### config.mk
export PLATFORM = sky130hd
export DESIGN_NAME = pwm_ramp_ctrl
export DESIGN_NICKNAME = d
export VERILOG_FILES = /design/src/rtl/pwm_ramp_ctrl.sv
export SDC_FILE = /design/constraint.sdc
export NUM_CORES = 1
export LEC_CHECK = 0
export ABC_CLOCK_PERIOD_IN_PS = 5150
export CAP_MARGIN = 20
export CORE_MARGIN = 3
export CORE_UTILIZATION = 45
export DETAILED_ROUTE_END_ITERATION = 16
export GPL_TIMING_DRIVEN = 0
export PLACE_DENSITY = 0.68
export SYNTH_ARGS = -nofsm -noshare
export SYNTH_HDL_FRONTEND = slang
export SYNTH_SLANG_ARGS = --single-unit
### constraint.sdc
create_clock -name clk -period 5.15 [get_ports clk]
set_clock_uncertainty 0.1 [all_clocks]
set_input_delay 1.03 -clock clk [delete_from_list [all_inputs] [get_ports clk]]
set_output_delay 1.03 -clock clk [all_outputs]
set_load 0.02 [all_outputs]
### src/rtl/pwm_ramp_ctrl.sv
// Duty-cycle ramp sequencer for the PWM generator.
// Steps the live duty toward a commanded target, only on PWM period boundaries.
module pwm_ramp_ctrl #(
    parameter int         PERIODS_PER_STEP = 4,
    parameter logic [7:0] DUTY_INIT        = 8'd0
) (
    input  logic       clk,
    input  logic       reset,
    input  logic [7:0] pwm_counter,
    input  logic       cmd_valid,
    input  logic [7:0] cmd_target,
    input  logic [3:0] cmd_step,
    input  logic       abort,
    output logic       cmd_ready,
    output logic [7:0] duty_cycle,
    output logic       busy,
    output logic       done
);

    typedef enum logic {
        IDLE = 1'b0,
        RAMP = 1'b1
    } state_t;

    localparam logic [3:0] CNT_LAST = 4'(PERIODS_PER_STEP - 1);

    state_t     state;
    logic [7:0] target;
    logic [3:0] step;
    logic [3:0] period_cnt;

    logic       tick;
    logic       up;
    logic [8:0] diff;
    logic       close;

    assign tick  = (pwm_counter == 8'hFF);
    assign up    = (target > duty_cycle);
    assign diff  = up ? ({1'b0, target} - {1'b0, duty_cycle})
                      : ({1'b0, duty_cycle} - {1'b0, target});
    // Final step lands exactly on the target, so duty can never overshoot or wrap.
    assign close = (diff <= {5'b0, step});

    assign cmd_ready = (state == IDLE);
    assign busy      = (state == RAMP);

    always_ff @(posedge clk) begin
        if (reset) begin
            state      <= IDLE;
            duty_cycle <= DUTY_INIT;
            done       <= 1'b0;
            target     <= 8'd0;
            step       <= 4'd0;
            period_cnt <= 4'd0;
        end else begin
            done <= 1'b0;
            case (state)
                IDLE: begin
                    if (cmd_valid) begin
                        target     <= cmd_target;
                        step       <= (cmd_step == 4'd0) ? 4'd1 : cmd_step;
                        period_cnt <= 4'd0;
                        state      <= RAMP;
                    end
                end
                RAMP: begin
                    if (abort) begin
                        state <= IDLE;
                    end else if (tick) begin
                        if (period_cnt == CNT_LAST) begin
                            period_cnt <= 4'd0;
                            if (close) begin
                                duty_cycle <= target;
                                done       <= 1'b1;
                                state      <= IDLE;
                            end else if (up) begin
                                duty_cycle <= duty_cycle + {4'b0, step};
                            end else begin
                                duty_cycle <= duty_cycle - {4'b0, step};
                            end
                        end else begin
                            period_cnt <= period_cnt + 4'd1;
                        end
                    end
                end
                default: state <= IDLE;
            endcase
        end
    end

endmodule

# After elaboration in Yosys (flattened, before gate mapping)
# Cells that the tools add are included.
# Widths: inputs -> output; s select.
[totals]
input_bits = 24
regBits = 26
output_inout_bits = 11
[op_classes]
bitwise_logic = 4
magnitude_cmp = 2
n_addsub = 5
n_reduce_logical = 5
eq_ne = 5
mux = 16
[ops]
columns = ["operator", "count"]
rows = [
  ["$mux 4", 5],
  ["$sub 8x8->9", 2],
  ["$mux 8", 2],
  ["$le 9x4->1", 1],
  ["$mux 9", 1],
  ["$add 8x4->8", 1],
  ["$eq 8x8->1 const B", 1],
  ["$gt 8x8->1", 1],
  ["$pmux 4 s2", 1],
  ["$sub 8x4->8", 1],
  ["$mux 1", 6],
  ["$reduce_or 5->1", 1],
  ["$add 4x1->4 const B", 1],
  ["$eq 4x2->1 const B", 1],
  ["$logic_not 4->1", 1],
  ["$ne 2x2->1 const B", 2],
  ["$not 1->1", 4],
  ["$reduce_and 4->1", 1],
  ["$reduce_and 3->1", 1],
  ["$ne 2x1->1 const B", 1],
  ["$pmux 1 s2", 1],
  ["$reduce_and 2->1", 1],
]

# Depth between registers and ports, before layout
# Gate-level depths: netlist (run 1).
[depth]
depth_word = 8
ltp_mapped = 20
mapped_depth_nobuf = 17

# Least setup slack after synthesis (run 1)
# OpenSTA, ideal clock, no wires.
[synth_timing]
path_kind = "flip-flop to flip-flop"
start = "register duty_cycle[1]"
end = "register duty_cycle[1]"
slack_ps = 1036
t_required_ps = 4929
setup_time_ps = 121
synth_period_minus_slack_ps = 4114
n_path_buf = 2
stages_incl_launch_ff = 20
arrival_time_ps = 3894
path_cell_list = "dfxtp_1 inv_1 ha_1 nor2b_1 o31a_1 o21ai_1 or2_1 buf_6 nor3_1 a31oi_1 xor2_1 ha_1 a21oi_1 a21oi_1 a2111oi_4 or4b_1 nand3_2 buf_6 mux2i_1 a21oi_1"
[synth_between]
elab_chain_len = 4
[synth_lines]
columns = ["item", "line_no", "rtl"]
rows = [
  ["from (decl)", "15", "output logic [7:0] duty_cycle,"],
  ["from (signal assigned)", "73", "duty_cycle <= target;"],
  ["from (signal assigned)", "77", "duty_cycle <= duty_cycle + {4'b0, step};"],
  ["from (signal assigned)", "79", "duty_cycle <= duty_cycle - {4'b0, step};"],
  ["$sub 8x8->9, or another cell as far along", "40", ": ({1'b0, duty_cycle} - {1'b0, target});"],
  ["$mux 9", "39", "assign diff = up ? ({1'b0, target} - {1'b0, duty_cycle})"],
  ["$le 9x4->1", "42", "assign close = (diff <= {5'b0, step});"],
  ["$mux 8 (*)", "72", "if (close) begin"],
]
# Every way passes the cells marked *; elsewhere a longest branch is shown, timed or not.
# A chain may end at the register's enable or synchronous reset.

# Worst setup path in the final report (run 1)
[layout_timing]
start = "register duty_cycle[1]"
end = "register duty_cycle[5]"
# The elaborated chain is that of the path after synthesis.

==> flow_metrics.env, run 1 <==
export IMPL_cts_buffers=3
export IMPL_drive_gt1_frac=0.05294
export IMPL_setup_viol=0
export IMPL_synth_distinct_cells=54
export IMPL_post_cts_resized=0
export IMPL_hold_path_class="reg2reg"
export IMPL_synthMuxAreaShare=0.03785
export IMPL_synth_adder_area_share=0.1830
export IMPL_synth_area_leaders="dfxtp_1, ha_1, a21oi_1, nand2_1, inv_1"
export IMPL_worst_slew_pin_slew_ns=0.9910
export IMPL_maxCapViolCount=0
export IMPL_clock_sinks=26
export IMPL_dp_hpwl_mm=4.748
export IMPL_nets=398
export IMPL_tns_ns=0
export IMPL_hold_viol_final=0
export IMPL_multiInputGateArea_sq_mm=0.001673
export IMPL_htreeDepth=1
export IMPL_synth_xor_area_frac=0.03943
export IMPL_finish_instance_area_sq_mm=0.002875
export IMPL_cp_data_required_time_ns=5.21
export IMPL_row_count=25
export IMPL_vdd_drop_max_uv=160.5
export IMPL_coreArea_sq_mm=0.004911
export IMPL_synth_edf_count=0
export IMPL_clock_path_buffers=2
export IMPL_finalMaxSlewViolations=0
export IMPL_worstSetupEndpoint="duty_cycle[5]$_SDFFE_PP0P_"
export IMPL_syn_inst=302
export IMPL_wl_per_cell_microns=14.33
export IMPL_avgSynthCellArea_sq_um=7.880
export IMPL_place_area_sq_mm=0.002804
export IMPL_synth_main_ff_cell="dfxtp_1"
export IMPL_slew_headroom=0.3332
export IMPL_antenna_found_initial=0
export IMPL_seq_area_frac_synth=0.2187
export IMPL_start_util=0.4846
export IMPL_pre_cts_slack_ns=0.6789
export IMPL_vias=2325
export IMPL_register_area_sq_um=520.5
export IMPL_yosysWarningCount=0
export IMPL_yosys_cell_count_top_type="nand2_1"
export IMPL_ctsHoldBuffers=0
export IMPL_p_leak_nw=1.119
export IMPL_cp_end_kind="register"
export IMPL_synth_nets=359
export IMPL_rsz0062_at_grt="no"
export IMPL_fmax_mhz=221.1
export IMPL_die_area_sq_mm=0.006197
export IMPL_grt_max_degree=16
export IMPL_ff2ff_setup_slack_ns=0.63
export IMPL_clkTransAtPathRegs_ns=0.09
export IMPL_drtAntennaViolNets=0
export IMPL_die_x_microns=78.72
export IMPL_yosys_area_share_simple=0.1966
export IMPL_die_h_microns=78.72
export IMPL_hp_start="step[3]$_SDFFE_PP0P_"
export IMPL_setup_worst_path_start_class="register"
export IMPL_synth_top_area_share=0.2187
export IMPL_finalCritPeriodShare=0.8781
export IMPL_cp_max_fo=10
export IMPL_layout_setup_ws_ns=0.6280
export IMPL_grt_pass1_wl_mm=9.942
export IMPL_synthArstFlopShare=0
export IMPL_diodes=0
export IMPL_power_density_mw_per_mm2=226.3
export IMPL_viasPerCell=5.713
export IMPL_tritoncts="done"
export IMPL_ff2ff_path_depth=19
export IMPL_path_class="reg2reg"
export IMPL_outcome="finished clean"
export IMPL_pin_count=35
export IMPL_grt_ovfl_total=0
export IMPL_drt_iter0_drc=79
export IMPL_nFillCells=476
export IMPL_synth_area_sq_mm=0.002380
export IMPL_clock_root_buffer="clkbuf_8"
export IMPL_worstSkewPairLatency_ns=0.27
export IMPL_crit_arrival_ns=4.58
export IMPL_ys_top_cells_by_count="nand2_1, a21oi_1, ha_1, inv_1, dfxtp_1"
export IMPL_r2r_end="duty_cycle[5]$_SDFFE_PP0P_"
export IMPL_portBuffers=34
export IMPL_routed_wl_mm=5.831
export IMPL_dr_pass1_iters=4
export IMPL_gp_congestion=0.9352
export IMPL_track_usage=0.1939
export IMPL_grt_pass1_vias=2190
export IMPL_yosysTopAreaCell="dfxtp_1"
export IMPL_drc=0
export IMPL_startpoint="duty_cycle[1]$_SDFFE_PP0P_"
export IMPL_synth_top_family_by_area="compound AO/OA/AOI/OAI gates"
export IMPL_ys_ff_latch=26
export IMPL_r2r_start="duty_cycle[1]$_SDFFE_PP0P_"
export IMPL_syn_to_final_growth_pct=20.82
export IMPL_min_period_ns=4.522
export IMPL_synth_compound_area_frac=0.2461
export IMPL_post_cts_buffers=0
[cell usage in the layout (no fill, tap or decap), drive strengths merged, types with 5 or more instances in the layout]
master,n
ha,30
o21ai,21
dfxtp,26
clkbuf,8
inv,30
nand2,37
mux2i,9
nor3,8
nor2,16
buf,6
xnor2,7
a21o,5
a21oi,34
clkdlybuf4s50,34
nand3,5
[cell type report]
type,instances,share of cell area
Timing Repair Buffer,34,0.1184
Clock inverter,1,0.01044
Clock buffer,3,0.01436
Multi-Input combinational cell,235,0.5818
Tap cell,67,0.02916
Buffer,11,0.02567
Inverter,30,0.03916
Sequential cell,26,0.1810
[sequential cells by signal, summed over array words and instances (netlist names)]
register	count
done	1
busy	1
target	8
period_cnt	4
step	4
duty_cycle	8
[power by group]
part / total, mW / switching [mW] / internal (mW)
Clock: 0.167 / 0.0631 / 0.104
Sequential: 0.215 / 0.00780 / 0.207
Combinational: 0.269 / 0.139 / 0.130
Total: 0.651 / 0.210 / 0.441
[worst max-delay path, stage by stage, from the launching register on]
cell and delay, ns:
dfxtp_1 0.52, inv_1 0.14, ha_1 0.33, nor2b_1 0.16
o31a_1 0.28, o21ai_1 0.18, or2_1 0.13, buf_6 0.13
nor3_1 0.05, a31oi_1 0.20, xor2_1 0.20, ha_1 0.28
a21oi_1 0.15, a21oi_1 0.14, a2111oi_4 0.32, or4b_1 0.50
nand3_2 0.12, buf_6 0.18, mux2i_1 0.20, a21oi_1 0.08
[stage by stage]
step / instances / hold slack [ns] / util / total power [mW]
3_5_place_dp: 403 / 0.3808 / 0.5710 / 0.4862
5_1_grt: 407 / 0.4252 / 0.5855 / 0.6970
3_3_place_gp: 403 / 0.3772 / 0.5710 / 0.4830
2_1_floorplan: 302 / 0.3487 / - / 0.4207
6_report: 407 / 0.3910 / 0.5855 / 0.6506
4_1_cts: 407 / 0.3941 / 0.5855 / 0.6526
[worst min-delay path by stage]
stage / to / slack (ns) / cells past startpoint
2_1_floorplan: step[3]$_SDFFE_PP0P_ / 0.35 / 2
3_3_place_gp: step[3]$_SDFFE_PP0P_ / 0.38 / 2
3_5_place_dp: step[3]$_SDFFE_PP0P_ / 0.38 / 2
4_1_cts: step[3]$_SDFFE_PP0P_ / 0.39 / 2
5_1_grt: step[3]$_SDFFE_PP0P_ / 0.43 / 2
6_report: step[3]$_SDFFE_PP0P_ / 0.39 / 2
[cell families (layout without fill, tap and decap cells)]
group	after synthesis	after routing
DFF	26	26
muxes	9	9
and+or+nand+nor	94	94
AOI/OAI and AO/OA	90	90
buffers and inverters	41	79
adders and majority gates	33	33
xor gates and xnor gates	9	9
[layer usage]
metal | up-vias | share of wire | GRT usage | wire [microns]
li1 | 1167 | - | - | -
met1 | 1078 | 0.48 | 0.2648 | 2827
met2 | 72 | 0.48 | 0.3421 | 2785
met3 | 8 | 0.033 | 0.01247 | 194
met4 | 0 | 0.0043 | 0.02797 | 25
met5 | - | 0 | 0 | 0
(Power assumes the default switching activity.)
==> run 2: changes to the inputs <==
CORE_MARGIN = default   (was 3)
DONT_BUFFER_PORTS = 1   (was default)
PLACE_DENSITY = default   (was 0.68)
==> flow_metrics.env, run 2 (synthesis gave the netlist of run 1 again) <==
export IMPL_setup_worst_path_start_class="register"
export IMPL_drive_gt1_frac=0.05882
export IMPL_routed_wl_mm=5.681
export IMPL_reg_top3="duty_cycle: 8 flops, target: 8 flops"
export IMPL_drc=0
export IMPL_fmax_mhz=211.0
export IMPL_grt_max_degree=15
export IMPL_cp_data_required_time_ns=5.21
export IMPL_p_leak_nw=0.9833
export IMPL_row_count=26
export IMPL_pin_count=35
export IMPL_post_cts_buffers=0
export IMPL_antenna_found_initial=0
export IMPL_clock_root_buffer="clkbuf_8"
export IMPL_portBuffers=0
export IMPL_min_period_ns=4.738
export IMPL_ff2ff_path_depth=19
export IMPL_hold_path_class="reg2reg"
export IMPL_path_buf_inv=3
export IMPL_syn_to_final_growth_pct=5.994
export IMPL_r2r_end="duty_cycle[4]$_SDFFE_PP0P_"
export IMPL_die_x_microns=74.72
export IMPL_grt_pass1_vias=2035
export IMPL_clock_sinks=26
export IMPL_layout_setup_ws_ns=0.4117
export IMPL_gp_congestion=0.8590
export IMPL_rsz0062_at_grt="no"
export IMPL_outcome="finished clean"
export IMPL_start_util=0.4659
export IMPL_nets=364
export IMPL_coreArea_sq_mm=0.005107
export IMPL_track_usage=0.2234
export IMPL_pre_cts_slack_ns=0.4963
export IMPL_finalMaxSlewViolations=0
export IMPL_diodes=0
export IMPL_total_power_uw=598.4
export IMPL_crit_arrival_ns=4.80
export IMPL_whs_ns=0.3919
export IMPL_ctsHoldBuffers=0
export IMPL_htreeDepth=1
export IMPL_post_cts_resized=0
export IMPL_die_area_sq_mm=0.005583
export IMPL_crit_top_cell="a21oi_1"
export IMPL_worstSkewPairLatency_ns=0.27
export IMPL_worst_slew_pin_slew_ns=0.9368
export IMPL_layout_commonest_cell="nand2_1"
export IMPL_tns_ns=0
export IMPL_critPathSlowestCell="dfxtp_1"
export IMPL_cp_end_kind="register"
export IMPL_whs_path_depth=2
export IMPL_setup_viol=0
export IMPL_maxCapViolCount=0
export IMPL_vdd_drop_max_uv=170.9
export IMPL_dr_pass1_iters=4
export IMPL_grt_ovfl_total=0
export IMPL_cp_slowest_stage_delay_ns=0.65
export IMPL_die_h_microns=74.72
export IMPL_finalCritPeriodShare=0.9201
export IMPL_tritoncts="done"
export IMPL_drt_iter0_drc=113
export IMPL_drtAntennaViolNets=0
export IMPL_power_density_mw_per_mm2=237.2
export IMPL_ff2ff_setup_slack_ns=0.41
export IMPL_grt_pass1_wl_mm=9.660
export IMPL_critical_path_top_delay_family="compound AO/OA/AOI/OAI gates"
export IMPL_cts_buffers=3
export IMPL_wl_per_cell_microns=15.11
export IMPL_dp_hpwl_mm=4.577
export IMPL_slew_headroom=0.3697
export IMPL_hold_viol_final=0
export IMPL_path_class="reg2reg"
export IMPL_clkTransAtPathRegs_ns=0.09
export IMPL_hp_start="step[3]$_SDFFE_PP0P_"
export IMPL_most_common_layout_cells="nand2_1, a21oi_1, inv_1, ha_1, dfxtp_1"
export IMPL_crit_chain="inv_1, ha_1, nor2b_1, o31a_1, o21ai_1, or2_1, buf_6, nor3_1, a31oi_1, xor2_1, ha_1, a21oi_1, a21oi_1, a2111oi_0, o2111ai_1, nand3_2, buf_6, mux2i_1, a21oi_1"
export IMPL_viasPerCell=5.665
export IMPL_vias=2130
export IMPL_clock_path_buffers=2
export IMPL_r2r_start="duty_cycle[1]$_SDFFE_PP0P_"
export IMPL_hold_end="step[3]$_SDFFE_PP0P_"
export IMPL_cp_max_fo=10
-- run 2: cell type report --
type	count	area [sq um]
buffer	11	73.82
inverter	30	112.6
clock buffer	4	55.05
multi-input combinational	235	1673
sequential	26	520.5
fill	523	2585
tap	70	87.58
-- run 2: report_power, final --
| part | leakage [nW] | internal, mW | switching [mW] |
|---|---|---|---|
| registers | 0.212 | 0.207 | 0.00859 |
| logic | 0.743 | 0.113 | 0.137 |
| clock network | 0.0288 | 0.0684 | 0.0646 |
-- run 2: worst max path at each step --
| stage | start | to | slack, ns | cells past startpoint |
|---|---|---|---|---|
| 3_3_place_gp | duty_cycle[1]$_SDFFE_PP0P_ | duty_cycle[1]$_SDFFE_PP0P_ | 0.52 | 17 |
| 5_1_grt | duty_cycle[1]$_SDFFE_PP0P_ | duty_cycle[1]$_SDFFE_PP0P_ | 0.11 | 19 |
| 6_report | duty_cycle[1]$_SDFFE_PP0P_ | duty_cycle[4]$_SDFFE_PP0P_ | 0.41 | 19 |
| 2_1_floorplan | duty_cycle[1]$_SDFFE_PP0P_ | duty_cycle[1]$_SDFFE_PP0P_ | 1.04 | 19 |
| 3_5_place_dp | duty_cycle[1]$_SDFFE_PP0P_ | duty_cycle[4]$_SDFFE_PP0P_ | 0.50 | 19 |
| 4_1_cts | duty_cycle[1]$_SDFFE_PP0P_ | duty_cycle[4]$_SDFFE_PP0P_ | 0.45 | 19 |
-- run 2: worst reg2reg max path: stages (launching register included) --
cell and delay [ns]:
dfxtp_1 0.65, inv_1 0.17, ha_1 0.35, nor2b_1 0.16, o31a_1 0.27, o21ai_1 0.17, or2_1 0.14, buf_6 0.14
nor3_1 0.05, a31oi_1 0.18, xor2_1 0.18, ha_1 0.28, a21oi_1 0.16, a21oi_1 0.15, a2111oi_0 0.58, o2111ai_1 0.26
nand3_2 0.18, buf_6 0.18, mux2i_1 0.21, a21oi_1 0.08
-- run 2: routing by layer --
| metal | vias to the layer above | track usage | share of wire |
|---|---|---|---|
| li1 | 1095 | - | - |
| met1 | 968 | 0.3052 | 0.48 |
| met2 | 55 | 0.3764 | 0.46 |
| met3 | 12 | 0.02142 | 0.038 |
| met4 | 0 | 0.06080 | 0.019 |
| met5 | - | 0 | 0 |
-- run 2: stage by stage --
stage	utilization	cells	cell area, sq um
floorplan	-	302	2380
global placement	0.4831	372	2467
detailed placement	0.4831	372	2467
CTS	0.4939	376	2522
global route	0.4939	376	2522
finish	0.4939	376	2522
